### src/rtl/cnn_layer_sched.sv
// Layer-level sequencer for the CNN accelerator: walks NUM_LAYERS layers through
// conv (and optional pool) runs, each guarded by a shared watchdog.
module cnn_layer_sched #(
    parameter int          NUM_LAYERS = 3,
    parameter logic [7:0]  POOL_MASK  = 8'b0000_0101,
    parameter logic [15:0] TIMEOUT    = 16'd40000
) (
    input  logic       clk,
    input  logic       reset,
    input  logic       start,
    input  logic       abort,
    output logic       busy,
    output logic       done,
    output logic       error,
    output logic [7:0] layer,
    output logic       conv_rst,
    output logic       conv_en,
    input  logic       conv_finish,
    output logic       pool_rst,
    output logic       pool_en,
    input  logic       pool_finish
);

    // state    | meaning
    // IDLE     | waiting for start
    // CONV_RST | one-cycle reset pulse to conv controller
    // CONV_RUN | conv enabled, watchdog counting
    // POOL_RST | one-cycle reset pulse to pooling engine
    // POOL_RUN | pool enabled, watchdog counting
    // NEXT     | advance layer index or finish the pass
    // DONE     | one-cycle completion pulse
    // ERR      | watchdog expired, held until abort or reset
    localparam logic [2:0] IDLE     = 3'd0;
    localparam logic [2:0] CONV_RST = 3'd1;
    localparam logic [2:0] CONV_RUN = 3'd2;
    localparam logic [2:0] POOL_RST = 3'd3;
    localparam logic [2:0] POOL_RUN = 3'd4;
    localparam logic [2:0] NEXT     = 3'd5;
    localparam logic [2:0] DONE     = 3'd6;
    localparam logic [2:0] ERR      = 3'd7;

    logic [2:0]  state;
    logic [2:0]  state_nxt;
    logic [15:0] wdog;
    logic        wdog_tc;
    logic        last_layer;
    logic        pool_sel;

    assign wdog_tc    = (wdog == TIMEOUT - 16'd1);
    assign last_layer = (layer == 8'(NUM_LAYERS - 1));
    // Only the low eight layers can be flagged for pooling.
    assign pool_sel   = (layer < 8'd8) ? POOL_MASK[layer[2:0]] : 1'b0;

    always_comb begin
        state_nxt = state;
        case (state)
            IDLE:     if (start) state_nxt = CONV_RST;
            CONV_RST: state_nxt = CONV_RUN;
            CONV_RUN: begin
                if (conv_finish)  state_nxt = pool_sel ? POOL_RST : NEXT;
                else if (wdog_tc) state_nxt = ERR;
            end
            POOL_RST: state_nxt = POOL_RUN;
            POOL_RUN: begin
                if (pool_finish)  state_nxt = NEXT;
                else if (wdog_tc) state_nxt = ERR;
            end
            NEXT:     state_nxt = last_layer ? DONE : CONV_RST;
            DONE:     state_nxt = IDLE;
            ERR:      state_nxt = ERR;
            default:  state_nxt = IDLE;
        endcase
        if (abort) state_nxt = IDLE;
    end

    always_ff @(posedge clk or negedge reset) begin
        if (!reset) begin
            state <= IDLE;
            wdog  <= 16'd0;
            layer <= 8'd0;
        end else begin
            state <= state_nxt;

            if (abort || state == CONV_RST || state == POOL_RST)
                wdog <= 16'd0;
            else if (state == CONV_RUN || state == POOL_RUN)
                wdog <= wdog + 16'd1;

            if (abort || (state == IDLE && start))
                layer <= 8'd0;
            else if (state == NEXT && !last_layer)
                layer <= layer + 8'd1;
        end
    end

    // ERR is left only through abort or reset, so the sticky flag is the state itself.
    assign busy     = (state != IDLE) && (state != DONE) && (state != ERR);
    assign done     = (state == DONE);
    assign error    = (state == ERR);
    assign conv_rst = (state == CONV_RST);
    assign conv_en  = (state == CONV_RUN);
    assign pool_rst = (state == POOL_RST);
    assign pool_en  = (state == POOL_RUN);

endmodule

### config.mk
export PLATFORM = sky130hd
export DESIGN_NAME = cnn_layer_sched
export DESIGN_NICKNAME = d
export VERILOG_FILES = /design/src/rtl/cnn_layer_sched.sv
export SDC_FILE = /design/constraint.sdc
export NUM_CORES = 1
export LEC_CHECK = 0
export CAP_MARGIN = 10
export CORE_ASPECT_RATIO = 0.75
export CORE_MARGIN = 1.5
export CORE_UTILIZATION = 58
export CTS_CLUSTER_DIAMETER = 120
export DETAILED_ROUTE_END_ITERATION = 7
export GPL_TIMING_DRIVEN = 0
export HOLD_SLACK_MARGIN = 0.08
export PLACE_DENSITY = 0.87
export REMOVE_ABC_BUFFERS = 1
export SETUP_SLACK_MARGIN = 0.3
export SYNTH_ARGS = -nofsm -noshare
export SYNTH_HDL_FRONTEND = slang
export SYNTH_SLANG_ARGS = --single-unit
### constraint.sdc
create_clock -name clk -period 4.7 [get_ports clk]
set_clock_uncertainty 0.15 [all_clocks]
set_input_delay 0.94 -clock clk [delete_from_list [all_inputs] [get_ports clk]]
set_output_delay 0.94 -clock clk [all_outputs]
set_load 0.03 [all_outputs]
After elaboration in Yosys (flattened, before gate mapping):

Memory sizes are Yosys's and may differ from the RTL's.
Cells that the tools add are included.

* $add $sub $neg: 2
* order comparisons: 2
* eq/ne operators: 12
* muxes and demuxes: 14
* reductions and logical operators: 13

Operator list (count)
* 16-bit 2-to-1 mux: 2
* 3-bit one-hot mux with 8 select lines: 1
* 3-bit 2-to-1 mux: 7
* 16-bit by 1-bit adder with 16-bit output (second input constant): 1
* 16-bit == test (second input constant): 1
* 8-bit 2-to-1 mux: 2
* 3-bit == test (second input constant): 4
* 3-bit != test (second input constant): 3
* 8-bit by 1-bit adder with 8-bit output (second input constant): 1
* 8-bit by 2-bit == test with 1-bit output (second input constant): 1
* 8-bit by 4-bit less-than comparator with 1-bit output (second input constant): 1
* 3-bit by 2-bit == test with 1-bit output (second input constant): 2
* 1-bit logical AND: 4
* 1-bit logical OR: 4
* 3-bit by 4-bit less-than comparator with 1-bit output (second input constant): 1
* 2-bit nonzero test: 2
* 3-bit by 1-bit == test with 1-bit output (second input constant): 1
* 3-bit zero test: 1
* 3-bit nonzero test: 1
* 1-bit 2-to-1 mux: 2
* 1-bit zero test: 1

* bits in registers: 27
* memory bits (read-only): 8
* bits of input ports: 6
* output and inout port bits: 15
* logic and storage cells: 47
* memories kept: 1

Memory list
* (no name shown): depth 8, width 1, read ports 1, clocked after memory_dff 0, write ports 0, RTL line 52 `assign pool_sel = (layer < 8'd8) ? POOL_MASK[layer[2:0]] : 1'b0;`

Longest topological paths before layout:

* depth after elaboration: 7
* depth in mapped cells: 6
* mapped depth without buffers: 6

Worst setup path after synthesis:

No wires, ideal clock.

* path kind: register to output
* start point: register state[0]
* end point: output port busy
* arrival time: 1420 ps
* required time: 3610 ps
* path slack: 2190 ps
* cell stages (with the launch flop): 5
* path buffers: 2
* cells stage by stage: dfrtp_1 -> clkbuf_1 -> clkbuf_1 -> nor3_1 -> a21oi_1

* longest elaborated chain between the ends: 3
* elaborated cells between the ends (all ways): 5
* classes of those cells: eq/ne (2); reduce/logical (3)

Ends and longest elaborated chain
* from (decl): RTL line 42 `logic [2:0] state;`
* from (signal assigned): RTL line 82 `state <= state_nxt;`
* 3-bit != test or 3-bit nonzero test (tied branches): RTL line 97 `assign busy = (state != IDLE) && (state != DONE) && (state != ERR);`
* 1-bit logical AND: RTL line 97
* 1-bit logical AND *: RTL line 97
* to (decl): RTL line 12 `output logic busy,`

Every way passes the cells marked *; elsewhere a longest branch is shown, timed or not.

Worst setup path in the final report:

* start point: register state[0]
* end point: output port conv_en

* longest elaborated chain between the ends: 1

Ends and longest elaborated chain
* 3-bit by 2-bit == test with 1-bit output: RTL line 101 `assign conv_en = (state == CONV_RUN);`
* to (decl): RTL line 17 `output logic conv_en,`

No other way between the ends.

==> results.json <==
{
  "status": "complete, no violations",
  "hpwlAfterDp_um": 2500,
  "ant_nets": 0,
  "critPathBufInv": 1,
  "ys_ff_latch": 27,
  "wl_um": 3410,
  "antenna_found_initial": 0,
  "period_needed_ns": 3.13,
  "fp.dieW_um": 63.4,
  "area_delta_synth_final_pct": 14.4,
  "drv_slew": 0,
  "viasPerCell": 6.21,
  "dr.pass1.iters": 4,
  "post-cts-setup-buffers": 0,
  "timing_worst_setup_path_type": "reg2out",
  "finalSetupTns_ns": 0,
  "leakagePower_nw": 0.675,
  "netlist_area_mm2": 0.00159,
  "clk_path_buf_depth": 2,
  "std_cell_rows": 16,
  "tritoncts": "done",
  "track_usage_pct": 24.2,
  "wire_per_inst_um": 14.7,
  "drive_gt1_share_pct": 3.06,
  "crit_slowest_cell": "clkdlybuf4s50_1",
  "grt_max_degree": 28,
  "post_dp_cell_area_mm2": 0.00179,
  "power_density_mw_per_mm2": 276,
  "vias": 1440,
  "tightest_slew_ns": 0.816,
  "p_int_mw": 0.324,
  "synth_cells": 180,
  "required_ns": 3.61,
  "fmaxAchievable_mhz": 319,
  "critPathLaunchType": "register",
  "cap_viol_max_count": 0,
  "die_area_mm2": 0.00306,
  "p_switching_mw": 0.178,
  "start_util_pct": 61.0,
  "timing.critical_path.arrival_ns": 2.04,
  "yosysWarningCount": 0,
  "clock-root-buffer": "clkbuf_4",
  "nFillCells": 218,
  "first_iter_violations": 125,
  "clkPwrFrac_pct": 19.7,
  "max_slew_margin_pct": 45.2,
  "grt_pass1_wl_um": 5560,
  "avgSynthCellArea_um2": 8.81,
  "max_stage_delay_ns": 0.68,
  "grt_pass1_vias": 1194,
  "ios": 21,
  "port-buffer-count": 20,
  "numCtsBuffers": 3,
  "setup_viol": 0,
  "cts_resized": 0,
  "worstPathCellList": "nand2b_1 -> nor2_1 -> clkdlybuf4s50_1",
  "holdBufCountCts": 0,
  "cts_max_level": 1,
  "final_hold_viol_count": 0,
  "fin_area_mm2": 0.00182,
  "path_delay_family": "buffers and inverters",
  "r2r_slack_ns": 2.28,
  "nets": 206,
  "ys_seq_area_share_pct": 42.6,
  "synth-edff-count": 0,
  "coreArea_mm2": 0.00260,
  "overflow": 0,
  "ys.flop_type": "dfrtp_1",
  "async_flop_share_pct": 100,
  "cts.clk_slew.worst_paths_ns": 0.14,
  "num_antenna_cells": 0,
  "die_h_um": 48.3,
  "insertion_delay_ns": 0.33,
  "cp-end-kind": "output port",
  "pwr-share-seq_pct": 53.9,
  "drc": 0,
  "critPathMaxFanout": 21,
  "irDropWorstVdd_mv": 0.236,
  "finalCritPeriodShare_pct": 66.6,
  "power.share.switching_pct": 35.4,
  "grt_setup_unrepaired": "no",
  "hold_path.class": "reg2reg",
  "gp_congestion": 0.863,
  "clkSinkCount": 27,
  "synth_cell_types": 35,
  "power_frac_comb_pct": 26.3
}
[placed cells by master (no fill, tap or decap), types with 3 or more instances in the layout]
cell	count
dfrtp_1	27
nor2_1	23
clkdlybuf4s50_1	19
xnor2_1	14
a21oi_1	13
nand3_1	11
nor3_1	9
inv_1	7
nand2_1	6
o21ai_0	6
or3_1	5
o31ai_1	5
or4_1	5
nor4_1	5
nand2b_1	4
nand4_1	4
and3_1	3
a211oi_1	3
ha_1	3
clkbuf_4	3
[routing by layer]
metal  track usage (%)  vias to the layer above  routed length (um)
li1                  -                      689                   -
met1              34.1                      699                1560
met2              38.7                       50                1640
met3              6.24                        2                 206
met4              5.65                        0                   4
met5                 0                        -                   0
[synthesized netlist by cell type, types with 4 or more instances]
| master | n | share of area, % |
|---|---|---|
| nand2_1 | 6 | 1.4 |
| nor2_1 | 23 | 5.4 |
| a21oi_1 | 13 | 4.1 |
| o31ai_1 | 5 | 2.4 |
| nor3_1 | 9 | 2.8 |
| or3_1 | 5 | 2.0 |
| clkbuf_1 | 6 | 1.4 |
| o21ai_0 | 6 | 1.9 |
| nor4_1 | 5 | 2.0 |
| nand4_1 | 4 | 1.6 |
| nand3_1 | 11 | 3.5 |
| dfrtp_1 | 27 | 43 |
| or4_1 | 5 | 2.4 |
| xnor2_1 | 14 | 7.7 |
| nand2b_1 | 4 | 1.6 |
| inv_1 | 7 | 1.7 |
[sequential cells by signal, summed over array words and instances (netlist names)]
name,flops
layer,8
state,3
wdog,16
[power by group through the flow]
stage / Combinational (mW) / Sequential (mW) / Clock (mW)
floorplan: 0.0855 / 0.267 / 0
global placement: 0.128 / 0.273 / 0
detailed placement: 0.133 / 0.274 / 0
CTS: 0.133 / 0.270 / 0.105
global route: 0.147 / 0.276 / 0.114
finish: 0.132 / 0.271 / 0.0989
[metrics by stage]
stage / power (mW) / hold slack, ns / util, % / worst slack (ns) / std cells
final: 0.502 / 0.425 / 69.8 / 1.57 / 232
after global routing: 0.537 / 0.463 / 69.8 / 1.41 / 232
after CTS: 0.508 / 0.420 / 70.0 / 1.57 / 232
after detailed placement: 0.407 / 0.402 / 68.9 / 1.95 / 228
after global placement: 0.401 / 0.388 / 68.9 / 1.98 / 228
after floorplan: 0.353 / 0.370 / - / 2.44 / 172
[final cells by class]
class | instances | area (um^2) | share of cell area [%]
Inverter | 7 | 26.3 | 1.45
Clock inverter | 1 | 5.00 | 0.276
Clock buffer | 3 | 22.5 | 1.24
Timing Repair Buffer | 20 | 195 | 10.8
Sequential cell | 27 | 676 | 37.2
Multi-Input combinational cell | 138 | 846 | 46.6
Tap cell | 36 | 45.0 | 2.48
[worst register-to-register path: stages (launching register included)]
cell	delay, ns
dfrtp_1	0.66
xnor2_1	0.35
or3_1	0.55
or4_1	0.50
a21oi_1	0.15
[kinds of logic (layout without fill, tap and decap cells)]
kind of cell	after synthesis	in the layout	synth area share, %
compound gates	32	32	12.1
buf+inv	15	31	4.10
xor+xnor	16	16	8.83
flops	27	27	42.6
simple gates	87	87	30.0
fa+ha+maj	3	3	2.37
[path summary, 6_finish.rpt]
| check | startpoint | end | cells past startpoint |
|---|---|---|---|
| max | state[0]$_DFFE_PN0P_ | conv_en | 3 |
| min reg2reg | wdog[14]$_DFFE_PN0P_ | wdog[14]$_DFFE_PN0P_ | 2 |
| max in group asynchronous | reset | layer[0]$_DFFE_PN0P_ | 1 |
| min in group asynchronous | reset | wdog[9]$_DFFE_PN0P_ | 1 |
| max reg2reg | state[2]$_DFFE_PN0P_ | wdog[15]$_DFFE_PN0P_ | 4 |
| min | wdog[14]$_DFFE_PN0P_ | wdog[14]$_DFFE_PN0P_ | 2 |
Power figures use the tool's default switching activity.
